===== src/rtl/rf_scoreboard_pkg.sv =====
// Shared widths and types for the GR write scoreboard.
// The per-GR counters and the ID/WB ports both take their sizes from here.
package rf_scoreboard_pkg;
  localparam int SB_CNT_W = 2;
  localparam int SB_NREG  = 32;

  typedef logic [4:0] grIdx_t;
endpackage


===== src/rtl/rf_scoreboard_if.sv =====
// Port bundle between ID/WB and the scoreboard.
// The pipeline drives the master side; the scoreboard sits on the slave side.
interface rf_scoreboard_if;
  import rf_scoreboard_pkg::*;

  logic               id_valid;
  logic               id_fire;
  logic               id_rf_we;
  grIdx_t             id_rf_waddr;
  grIdx_t             id_rj;
  logic               id_use_rj;
  grIdx_t             id_rk;
  logic               id_use_rk;
  logic               wb_retire;
  grIdx_t             wb_rf_waddr;
  logic               flush;
  logic               id_stall;
  logic [SB_NREG-1:0] pending_vec;
  logic               sb_err;

  modport master (
    output id_valid, id_fire, id_rf_we, id_rf_waddr, id_rj, id_use_rj,
           id_rk, id_use_rk, wb_retire, wb_rf_waddr, flush,
    input  id_stall, pending_vec, sb_err
  );

  modport slave (
    input  id_valid, id_fire, id_rf_we, id_rf_waddr, id_rj, id_use_rj,
           id_rk, id_use_rk, wb_retire, wb_rf_waddr, flush,
    output id_stall, pending_vec, sb_err
  );
endinterface


===== src/rtl/rf_scoreboard_sb_cnt.sv =====
// Saturating up/down counter for one GR's outstanding writes.
// o_err flags a step that would overflow or underflow; the count holds instead.
module sb_cnt #(
  parameter int CNT_W = 2
) (
  input  logic             clk,
  input  logic             reset,
  input  logic             i_inc,
  input  logic             i_dec,
  input  logic             i_clr,
  output logic [CNT_W-1:0] o_cnt,
  output logic             o_err
);
  logic [CNT_W-1:0] r_cnt;
  logic             w_up;
  logic             w_down;
  logic             w_full;
  logic             w_empty;

  assign w_up    = i_inc & ~i_dec;
  assign w_down  = i_dec & ~i_inc;
  assign w_full  = (r_cnt == '1);
  assign w_empty = (r_cnt == '0);

  // Clear wins over everything, which also swallows a concurrent retire.
  always_ff @(posedge clk) begin
    if (reset || i_clr) begin
      r_cnt <= '0;
    end else if (w_up && !w_full) begin
      r_cnt <= r_cnt + 1'b1;
    end else if (w_down && !w_empty) begin
      r_cnt <= r_cnt - 1'b1;
    end
  end

  assign o_cnt = r_cnt;
  assign o_err = ~i_clr & ((w_up & w_full) | (w_down & w_empty));
endmodule


===== src/rtl/rf_scoreboard.sv =====
// Pending-write scoreboard beside ID: one counter per GR (r0 untracked), stalls
// ID on a source hazard or a saturated destination, and keeps a sticky error flag.
module rf_scoreboard
  import rf_scoreboard_pkg::*;
#(
  parameter int CNT_W = SB_CNT_W,
  parameter int NREG  = SB_NREG
) (
  input  logic          clk,
  input  logic          reset,
  rf_scoreboard_if.slave sb
);
  logic [CNT_W-1:0] w_cnt [NREG];
  logic [NREG-1:0]  w_pend;
  logic [NREG-1:0]  w_err;
  logic             w_srcHazard;
  logic             w_dstFull;
  logic             w_stall;
  logic             r_sbErr;

  assign w_cnt[0]  = '0;
  assign w_pend[0] = 1'b0;
  assign w_err[0]  = 1'b0;

  for (genvar i = 1; i < NREG; i++) begin : g_cnt
    logic w_inc;
    logic w_dec;

    assign w_inc = sb.id_fire & sb.id_rf_we & (sb.id_rf_waddr == 5'(i));
    assign w_dec = sb.wb_retire & (sb.wb_rf_waddr == 5'(i));

    sb_cnt #(.CNT_W(CNT_W)) u_cnt (
      .clk   (clk),
      .reset (reset),
      .i_inc (w_inc),
      .i_dec (w_dec),
      .i_clr (sb.flush),
      .o_cnt (w_cnt[i]),
      .o_err (w_err[i])
    );

    assign w_pend[i] = (w_cnt[i] != '0);
  end

  // Only current counters feed the stall, so a same-cycle retire never releases it.
  assign w_srcHazard = (sb.id_use_rj & w_pend[sb.id_rj]) | (sb.id_use_rk & w_pend[sb.id_rk]);
  assign w_dstFull   = sb.id_rf_we & (sb.id_rf_waddr != '0) & (w_cnt[sb.id_rf_waddr] == '1);
  assign w_stall     = sb.id_valid & (w_srcHazard | w_dstFull);

  always_ff @(posedge clk) begin
    if (reset) begin
      r_sbErr <= 1'b0;
    end else if ((|w_err) || (sb.id_fire && w_stall)) begin
      r_sbErr <= 1'b1;
    end
  end

  assign sb.id_stall    = w_stall;
  assign sb.pending_vec = w_pend;
  assign sb.sb_err      = r_sbErr;
endmodule


===== src/flat_wrapper.sv =====
// flat-port wrapper written by rule: the top's interface ports become plain ports
module rf_scoreboard_flat import rf_scoreboard_pkg::*;
#(
  parameter int CNT_W = SB_CNT_W,
  parameter int NREG  = SB_NREG
)
  (clk, reset, sb_id_valid, sb_id_fire, sb_id_rf_we, sb_id_rf_waddr, sb_id_rj, sb_id_use_rj, sb_id_rk, sb_id_use_rk, sb_wb_retire, sb_wb_rf_waddr, sb_flush, sb_id_stall, sb_pending_vec, sb_sb_err);
  rf_scoreboard_if sb_i ();
  input  logic clk;
  input  logic reset;
  input wire logic [$bits(sb_i.id_valid)-1:0] sb_id_valid;
  input wire logic [$bits(sb_i.id_fire)-1:0] sb_id_fire;
  input wire logic [$bits(sb_i.id_rf_we)-1:0] sb_id_rf_we;
  input wire logic [$bits(sb_i.id_rf_waddr)-1:0] sb_id_rf_waddr;
  input wire logic [$bits(sb_i.id_rj)-1:0] sb_id_rj;
  input wire logic [$bits(sb_i.id_use_rj)-1:0] sb_id_use_rj;
  input wire logic [$bits(sb_i.id_rk)-1:0] sb_id_rk;
  input wire logic [$bits(sb_i.id_use_rk)-1:0] sb_id_use_rk;
  input wire logic [$bits(sb_i.wb_retire)-1:0] sb_wb_retire;
  input wire logic [$bits(sb_i.wb_rf_waddr)-1:0] sb_wb_rf_waddr;
  input wire logic [$bits(sb_i.flush)-1:0] sb_flush;
  output wire logic [$bits(sb_i.id_stall)-1:0] sb_id_stall;
  output wire logic [$bits(sb_i.pending_vec)-1:0] sb_pending_vec;
  output wire logic [$bits(sb_i.sb_err)-1:0] sb_sb_err;
  assign sb_i.id_valid = sb_id_valid;
  assign sb_i.id_fire = sb_id_fire;
  assign sb_i.id_rf_we = sb_id_rf_we;
  assign sb_i.id_rf_waddr = sb_id_rf_waddr;
  assign sb_i.id_rj = sb_id_rj;
  assign sb_i.id_use_rj = sb_id_use_rj;
  assign sb_i.id_rk = sb_id_rk;
  assign sb_i.id_use_rk = sb_id_use_rk;
  assign sb_i.wb_retire = sb_wb_retire;
  assign sb_i.wb_rf_waddr = sb_wb_rf_waddr;
  assign sb_i.flush = sb_flush;
  assign sb_id_stall = sb_i.id_stall;
  assign sb_pending_vec = sb_i.pending_vec;
  assign sb_sb_err = sb_i.sb_err;
  rf_scoreboard #(.CNT_W(CNT_W), .NREG(NREG)) u_core (.clk(clk), .reset(reset), .sb(sb_i));
endmodule

===== config.mk =====
export PLATFORM = sky130hd
export DESIGN_NAME = rf_scoreboard_flat
export DESIGN_NICKNAME = d
export VERILOG_FILES = /design/src/rtl/rf_scoreboard_pkg.sv /design/src/rtl/rf_scoreboard_if.sv /design/src/rtl/rf_scoreboard_sb_cnt.sv /design/src/rtl/rf_scoreboard.sv /design/src/flat_wrapper.sv
export SDC_FILE = /design/constraint.sdc
export NUM_CORES = 1
export LEC_CHECK = 0
export BUFFER_PORTS_ARGS = -buffer_cell sky130_fd_sc_hd__buf_2
export CAP_MARGIN = 40
export CORE_ASPECT_RATIO = 0.5
export CORE_MARGIN = 3
export CORE_UTILIZATION = 37
export DETAILED_ROUTE_END_ITERATION = 10
export PLACE_DENSITY = 0.56
export SYNTH_ARGS = -nofsm -noshare
export SYNTH_HDL_FRONTEND = slang
export SYNTH_HIERARCHICAL = 1
export SYNTH_SLANG_ARGS = --single-unit

===== constraint.sdc =====
create_clock -name clk -period 2.9 [get_ports clk]
set_input_delay 0.58 -clock clk [delete_from_list [all_inputs] [get_ports clk]]
set_output_delay 0.58 -clock clk [all_outputs]
set_load 0.005 [all_outputs]

==> results of run 1 <==
## worst max-delay path, delay by kind of cell (launching register included)
| kind | cells | cell delay, ns |
|---|---|---|
| AND/OR/NAND/NOR | 4 | 0.74 |
| AO/OA/AOI/OAI | 2 | 0.35 |
| buffers and inverters | 1 | 0.12 |
| multiplexers | 1 | 0.46 |
| flip-flops | 1 | 0.34 |
## final timing paths
check                                                startpoint                               to  cells after the start  slack (ns)
worst max-delay path            u_core/g_cnt[15].u_cnt/o_cnt[1]                      sb_id_stall                      8       -0.03
worst min-delay path            u_core/g_cnt[30].u_cnt/o_cnt[0]  u_core/g_cnt[30].u_cnt/o_cnt[0]                      1        0.54
worst max register to register  u_core/g_cnt[15].u_cnt/o_cnt[1]                 u_core/sb.sb_err                      9        0.69
worst min register to register  u_core/g_cnt[30].u_cnt/o_cnt[0]  u_core/g_cnt[30].u_cnt/o_cnt[0]                      1        0.54
## state kept, by name (all words and copies together) (netlist names)
register and cells:
u_core/sb.sb_err 1, u_core/g_cnt.u_cnt/o_cnt 62
## through the flow
| step | hold slack [ns] | power [mW] |
|---|---|---|
| 2_1_floorplan | 0.493 | 1.03 |
| 3_3_place_gp | 0.530 | 1.21 |
| 3_5_place_dp | 0.533 | 1.21 |
| 4_1_cts | 0.531 | 2.33 |
| 5_1_grt | 0.559 | 2.39 |
| 6_report | 0.537 | 2.32 |
## synthesized netlist by cell type, types with 3 or more instances
master     count
and3b_1       31
mux2i_1        3
o21ai_0       33
nand2b_1      39
a2111oi_2     31
clkbuf_1       9
buf_2          3
dfxtp_1       63
a21oi_1       42
buf_1          3
nand2_1       49
buf_4          5
o211ai_1       3
or2_2          4
nand4_1        4
nor3_1        45
nand3_1       46
inv_1         26
or2_1          5
or3_1         31
a211oi_1      34
nor2b_1       40
or2b_1        32
o21ai_1       32
nor4_1         9
mux4_2        16
nor2_1        90
## power by group
part	total, mW	leakage [nW]	switching, mW	internal [mW]
registers	0.873	0.512	0.00404	0.869
logic	0.339	2.28	0.206	0.133
clock network	1.11	0.146	0.423	0.685
total	2.32	2.94	0.633	1.69
## routing by layer
metal  vias up  track usage (%)
met5         -                0
met4         0             7.03
met3        34             4.58
met2       243             39.4
met1      3185             33.0
li1       3209                -
## kinds of logic (layout without fill, tap and decap cells)
family / after synthesis / count (layout) / share of synthesized area [%]
and+or+nand+nor: 438 / 438 / 41.8
AOI/OAI and AO/OA: 193 / 193 / 24.6
DFF: 63 / 63 / 21.7
buffers and inverters: 47 / 214 / 3.55
muxes: 25 / 25 / 8.38
other: 1 / 1 / 0.0644
## layout make-up
class	instances	share of cell area (%)
repair buffers	172	15.9
flip-flops and latches	63	16.9
inverters	26	1.30
clock inverters	4	0.599
clock buffers	12	3.28
multi-input cells	657	58.7
well taps	198	3.29
## repair_timing
action,4_1_cts,5_1_grt
gates cloned,0,0
pin swaps,4,4
resized for setup,23,11
endpoints found under the setup margin,1,1
hold buffers,0,0
setup buffers,1,0
==> impl_metrics.ini, run 1 <==
[detailed_routing]
routed-wl-met2_um = 9420
via_count = 6671
dr.pass1.iters = 6
routed_wl_um = 21000
wl_met3_um = 1780
routedWlPerCell_um = 18.6
drc = 0
first_iter_violations = 630
wl_met1_um = 9450
postRouteAntennaNets = 0
viasPerCell = 5.89
top_layer = met4

[power]
powerDensity_nw_per_um2 = 308
ir_drop_uv = 247
power.leakage_nw = 2.94

[placement]
routabilityCongestion = 0.938
port_buffers = 61
dp_hpwl_um = 16100
placed_cell_area_um2 = 7130
pre_cts_ws_ns = -0.231
dp_cells = 1115

[synthesis]
synth-edff-count = 0
ys_async_sr_fraction_pct = 0
synth_seq_area_share_pct = 21.7
synth-warning-count = 6
synth_top_area_share_pct = 21.7
syn_area_um2 = 5820
ys_types = 54
yosys.area.top_type = dfxtp_1
syn_avg_cell_area_um2 = 7.59
ys_top_cells_by_area = dfxtp_1, a2111oi_2, mux4_2, nor2_1, and3b_1
syn_nets = 796
synth_top_flop_cell = dfxtp_1
ys_ff_latch = 63
syn_inst = 767

[final_layout]
seq_area_um2 = 1270
stdcell_count = 1132
fin_util_pct = 50.4
fin_area_um2 = 7520
layout_common_cells = buf_4, nor2_1, buf_2, dfxtp_1, nand2_1
drive_above_1_share_pct = 28.6
layout.cells.most_common = buf_4
multiInputGateArea_um2 = 4410
fin_nets = 958
diodes = 0
synthToLayoutAreaGrowth_pct = 29.2
n_fill_cell = 1462

[setup_path]
slowest_delay_ns = 0.51
end_kind = output pin
setup.worst_path.class = reg -> out
critPathMaxFanout = 2
crit_path_top_delay_cell = or4b_4
required_ns = 2.32
crit_chain = nor2_2 > mux4_2 > a311oi_1 > or4b_4 > o211ai_4 > nor4_4 > nor2b_1 > buf_2
startpoint_type = flop
cp.arrival_ns = 2.35

[sta]
tns_ns = -0.0316
tightestPinTransition_ns = 0.538
slew_headroom_pct = 64.0
max_freq_mhz = 341
hold_viol = 0
finalWorstSetupSlack_ns = -0.0316
post-route-min-period_ns = 2.93
fin_crit_sh_pct = 101
drv_slew = 0
rsz0062_at_grt = yes
setup_viol_count_final = 1
skew_ns = 0.00474

[global_route]
grt_pass1_vias = 6151
grt_pass1_wl_um = 32800
grt-ovfl-total = 0
grt_util_all_layers_pct = 24.2
grt_max_degree = 42
antenna_found_initial = 0

[job]
drv_cap = 0

[clocking]
clk_pin_slew_ns = 0.06
cts_buffers = 9
h-tree-depth = 3
clock_sinks = 63
cts_tree = yes
cts.path.max_buffers = 2
insertion_delay_ns = 0.34
cts_root_buf = clkbuf_16

[floorplan]
core_um2 = 14900
start_util_pct = 39.0
die_w_um = 183
rows = 31
die_h_um = 94.7
ioPinCount = 63
dieArea_um2 = 17400

[outcome]
status = complete, but fails checks
violations = setup timing

[worst_hold_path]
worstHoldPathType = reg -> reg
(Power assumes the default switching activity.)
==> inputs of run 2 (changes only) <==
==> constraint.sdc (replaced) <==
create_clock -name clk -period 3.4 [get_ports clk]
set_input_delay 0.68 -clock clk [delete_from_list [all_inputs] [get_ports clk]]
set_output_delay 0.68 -clock clk [all_outputs]
set_load 0.005 [all_outputs]
==> impl_metrics.ini, run 2 (synthesis gave the netlist of run 1 again) <==
[clocking]
postCtsSetupRepairBufs = 0
insertion_delay_ns = 0.34
cts.path.max_buffers = 2
cts_buffers = 9
cts_tree = yes
clk_pin_slew_ns = 0.06
cts_resized = 0
h-tree-depth = 3
clock_sinks = 63
hold_buffers = 0
cts_root_buf = clkbuf_16

[sta]
tightestPinTransition_ns = 0.589
hold_ws_ns = 0.527
tns_ns = 0
skew_ns = 0.00599
hold_viol = 0
rsz0062_at_grt = no
max_freq_mhz = 305
fin_crit_sh_pct = 96.4
slew_headroom_pct = 60.7
post-route-min-period_ns = 3.28
setup_viol_count_final = 0
drv_slew = 0

[floorplan]
start_util_pct = 39.0
die_h_um = 94.7
dieArea_um2 = 17400
ioPinCount = 63
core_um2 = 14900
rows = 31
die_w_um = 183

[worst_hold_path]
hold_depth = 2
min_to = u_core/g_cnt[2].u_cnt/o_cnt[1]
min_from = u_core/g_cnt[2].u_cnt/o_cnt[1]
worstHoldPathType = reg -> reg

[power]
power_frac_comb_pct = 12.3
pwr-share-seq_pct = 38.6
swShare_pct = 27.2
power.share.clock_pct = 49.1
power.leakage_nw = 2.48
ir_drop_uv = 204
power.net_switching_uw = 525
powerDensity_nw_per_um2 = 285
intPower_mw = 1.41

[detailed_routing]
drc = 0
dr.pass1.iters = 6
postRouteAntennaNets = 0
first_iter_violations = 475
viasPerCell = 6.02
via_count = 6291
routedWlPerCell_um = 19.1
routed_wl_um = 20000

[outcome]
status = completed

[setup_path]
path_delay_family = simple AND/OR/NAND/NOR gates
path_buf_inv = 1
slowest_delay_ns = 0.51
reg2reg_from = u_core/g_cnt[13].u_cnt/o_cnt[0]
rrSetupSlack_ns = 1.01
critPathMaxFanout = 7
reg2reg_depth = 8
crit_chain = nor2_1 > mux4_1 > a311oi_1 > or4b_1 > o211ai_2 > nor4_2 > nor2b_1 > buf_2
required_ns = 2.72
setup.worst_path.class = reg -> out
crit_path_top_delay_cell = mux4_1
worstReg2RegEnd = u_core/sb.sb_err
end_kind = output pin
cp.arrival_ns = 2.60
startpoint_type = flop

[final_layout]
multiInputGateArea_um2 = 4360
diodes = 0
layout_common_cells = nor2_1, dfxtp_1, buf_2, nand2_1, nand3_1
largest_reg_flops = 62
layout.cells.most_common = nor2_1
drive_above_1_share_pct = 18.8
n_fill_cell = 1501
fin_nets = 871
seq_area_um2 = 1260
synthToLayoutAreaGrowth_pct = 16.4

[global_route]
grt_util_all_layers_pct = 23.2
grt_pass1_wl_um = 31000
grt_pass1_vias = 5571
grt_max_degree = 44
antenna_found_initial = 0
grt-ovfl-total = 0

[placement]
port_buffers = 61
routabilityCongestion = 0.949
dp_hpwl_um = 15200

[job]
drv_cap = 0
## run 2: changes by cell type in the layout (fill, tap and decap cells not counted), sizes merged
cell / change
buf: -87
## run 2: layout make-up
type / instances / share of cell area [%]
repair buffers: 85 / 7.66
flip-flops and latches: 63 / 18.6
clock buffers: 12 / 3.64
clock inverters: 4 / 0.665
inverters: 26 / 1.44
well taps: 198 / 3.66
multi-input cells: 657 / 64.3
## run 2: power by group through the flow
stage	clock [mW]	sequential, mW	combinational [mW]
final	0.949	0.745	0.237
after global routing	1.00	0.745	0.257
after CTS	0.973	0.745	0.233
after detailed placement	0	0.761	0.232
after global placement	0	0.761	0.230
after floorplan	0	0.760	0.121
## run 2: worst max path at each step
stage / start / endpoint / slack (ns) / cells after the start
floorplan: sb_id_rj[0] / sb_id_stall / 0.42 / 7
global placement: sb_id_rf_waddr[0] / sb_id_stall / 0.1 / 10
detailed placement: sb_id_rf_waddr[0] / sb_id_stall / 0.06 / 10
CTS: sb_id_rf_waddr[0] / sb_id_stall / 0.05 / 10
global route: u_core/g_cnt[14].u_cnt/o_cnt[0] / sb_id_stall / 0.001 / 8
finish: u_core/g_cnt[14].u_cnt/o_cnt[0] / sb_id_stall / 0.12 / 8
## run 2: layer usage
metal	part of all wire (%)	track usage (%)	vias to the layer above
met3	6.4	5.23	38
met1	47	31.7	3011
met5	0	0	-
met4	2.5	6.59	0
met2	45	36.8	216
li1	-	-	3026
## run 2: per-stage QoR
step	setup slack [ns]	util [%]	area (um2)	cells	total power [mW]
floorplan	0.419	-	5820	767	0.881
global placement	0.0988	43.4	6470	1029	0.992
detailed placement	0.0619	43.4	6470	1029	0.993
CTS	0.0536	45.3	6770	1045	1.95
global route	0.00110	45.4	6780	1045	2.00
finish	0.121	45.4	6780	1045	1.93
## run 2: worst reg2reg max path, stage by stage (launching register included)
cell       delay (ns)
dfxtp_1          0.37
or2_1            0.33
mux2_2           0.29
a2111oi_1        0.35
or4b_1           0.21
o211ai_2         0.10
nor4_2           0.37
buf_4            0.19
o22ai_1          0.07
==> inputs of run 3 (changes only) <==
--- a/config.mk
+++ b/config.mk
@@ -10,6 +10,7 @@
 export CORE_ASPECT_RATIO = 0.5
 export CORE_MARGIN = 3
 export CORE_UTILIZATION = 37
+export CTS_BUF_LIST = sky130_fd_sc_hd__clkbuf_8
 export DETAILED_ROUTE_END_ITERATION = 10
 export PLACE_DENSITY = 0.56
 export SYNTH_ARGS = -nofsm -noshare
==> impl_metrics.ini, run 3 (synthesis gave the netlist of run 1 again) <==
[final_layout]
drive_above_1_share_pct = 19.1
diodes = 0
multiInputGateArea_um2 = 4360
fin_util_pct = 44.7
n_fill_cell = 1516
synthToLayoutAreaGrowth_pct = 14.7
largest_reg_flops = 62
layout.cells.most_common = nor2_1
fin_nets = 871
seq_area_um2 = 1270
layout_common_cells = nor2_1, buf_2, dfxtp_1, nand2_1, nand3_1

[clocking]
h-tree-depth = 3
clk_pin_slew_ns = 0.08
cts_buffers = 9
insertion_delay_ns = 0.36
clock_sinks = 63
cts_tree = yes
cts.path.max_buffers = 2
cts_root_buf = clkbuf_8
postCtsSetupRepairBufs = 0

[global_route]
antenna_found_initial = 0
grt_max_degree = 44
grt_util_all_layers_pct = 23.0
grt_pass1_wl_um = 30800
grt_pass1_vias = 5580
grt-ovfl-total = 0

[detailed_routing]
routedWlPerCell_um = 19.0
routed_wl_um = 19800
postRouteAntennaNets = 0
first_iter_violations = 446
dr.pass1.iters = 8
drc = 0
viasPerCell = 5.98
via_count = 6248

[setup_path]
critPathMaxFanout = 8
setup.worst_path.class = reg -> out
end_kind = output pin
cp.arrival_ns = 2.63
required_ns = 2.72
rrSetupSlack_ns = 1.02
startpoint_type = flop

[floorplan]
core_um2 = 14900
rows = 31
ioPinCount = 63
dieArea_um2 = 17400
die_h_um = 94.7
die_w_um = 183
start_util_pct = 39.0

[sta]
hold_ws_ns = 0.505
hold_viol = 0
max_freq_mhz = 302
skew_ns = 0.0100
slew_headroom_pct = 60.9
drv_slew = 0
post-route-min-period_ns = 3.31
tightestPinTransition_ns = 0.586
fin_crit_sh_pct = 97.3
rsz0062_at_grt = no
setup_viol_count_final = 0
tns_ns = 0

[placement]
dp_hpwl_um = 15200
port_buffers = 61
routabilityCongestion = 0.949

[outcome]
status = completed

[job]
drv_cap = 0

[power]
power.leakage_nw = 2.44
powerDensity_nw_per_um2 = 249
ir_drop_uv = 124

[worst_hold_path]
worstHoldPathType = reg -> reg
## run 3: cell count changes in the layout (fill, tap and decap cells not counted), sizes merged
cell	delta
clkbuf	-2
inv	+2
## run 3: layout make-up
type | instances | area share, %
Inverter | 26 | 1.46
Timing Repair Buffer | 85 | 7.77
Clock buffer | 10 | 2.06
Sequential cell | 63 | 19.0
Multi-Input combinational cell | 657 | 65.2
Tap cell | 198 | 3.71
Clock inverter | 6 | 0.787
## run 3: repair_timing
item                                    in CTS  in global routing
resized for setup                            0                  8
endpoints found under the setup margin       0                  1
hold buffers                                 0                  0
## run 3: stage by stage
step                      setup WS [ns]  cells  total power [mW]  area, um2
after floorplan                   0.419    767             0.881       5820
after global placement           0.0988   1029             0.992       6470
after detailed placement         0.0619   1029             0.993       6470
after CTS                        0.0536   1045              1.68       6660
after global routing            0.00637   1045              1.73       6680
final                            0.0922   1045              1.66       6680
## run 3: final timing paths
kind,depth (start not counted),startpoint,endpoint
worst min-delay path,1,u_core/g_cnt[14].u_cnt/o_cnt[0],u_core/g_cnt[14].u_cnt/o_cnt[0]
worst min register to register,1,u_core/g_cnt[14].u_cnt/o_cnt[0],u_core/g_cnt[14].u_cnt/o_cnt[0]
worst max register to register,8,u_core/g_cnt[10].u_cnt/o_cnt[1],u_core/sb.sb_err
worst max-delay path,8,u_core/g_cnt[10].u_cnt/o_cnt[1],sb_id_stall
## run 3: where the power goes
part | switching (mW) | internal, mW
registers | 0.00369 | 0.740
clock network | 0.330 | 0.350
logic | 0.156 | 0.0801
total | 0.490 | 1.17
## run 3: metal layers
layer	global-route usage, %	routed length, um
met1	31.8	9280
met2	36.6	8900
met3	4.46	1230
met4	6.59	426
met5	0	0
## run 3: worst max-delay path, stage by stage, from the launching register on
cell and delay [ns]:
dfxtp_1 0.48, nor2_1 0.12, mux4_1 0.50, a311oi_1 0.26
or4b_1 0.50, o211ai_2 0.11, nor4_2 0.07, nor2b_1 0.11
buf_2 0.12
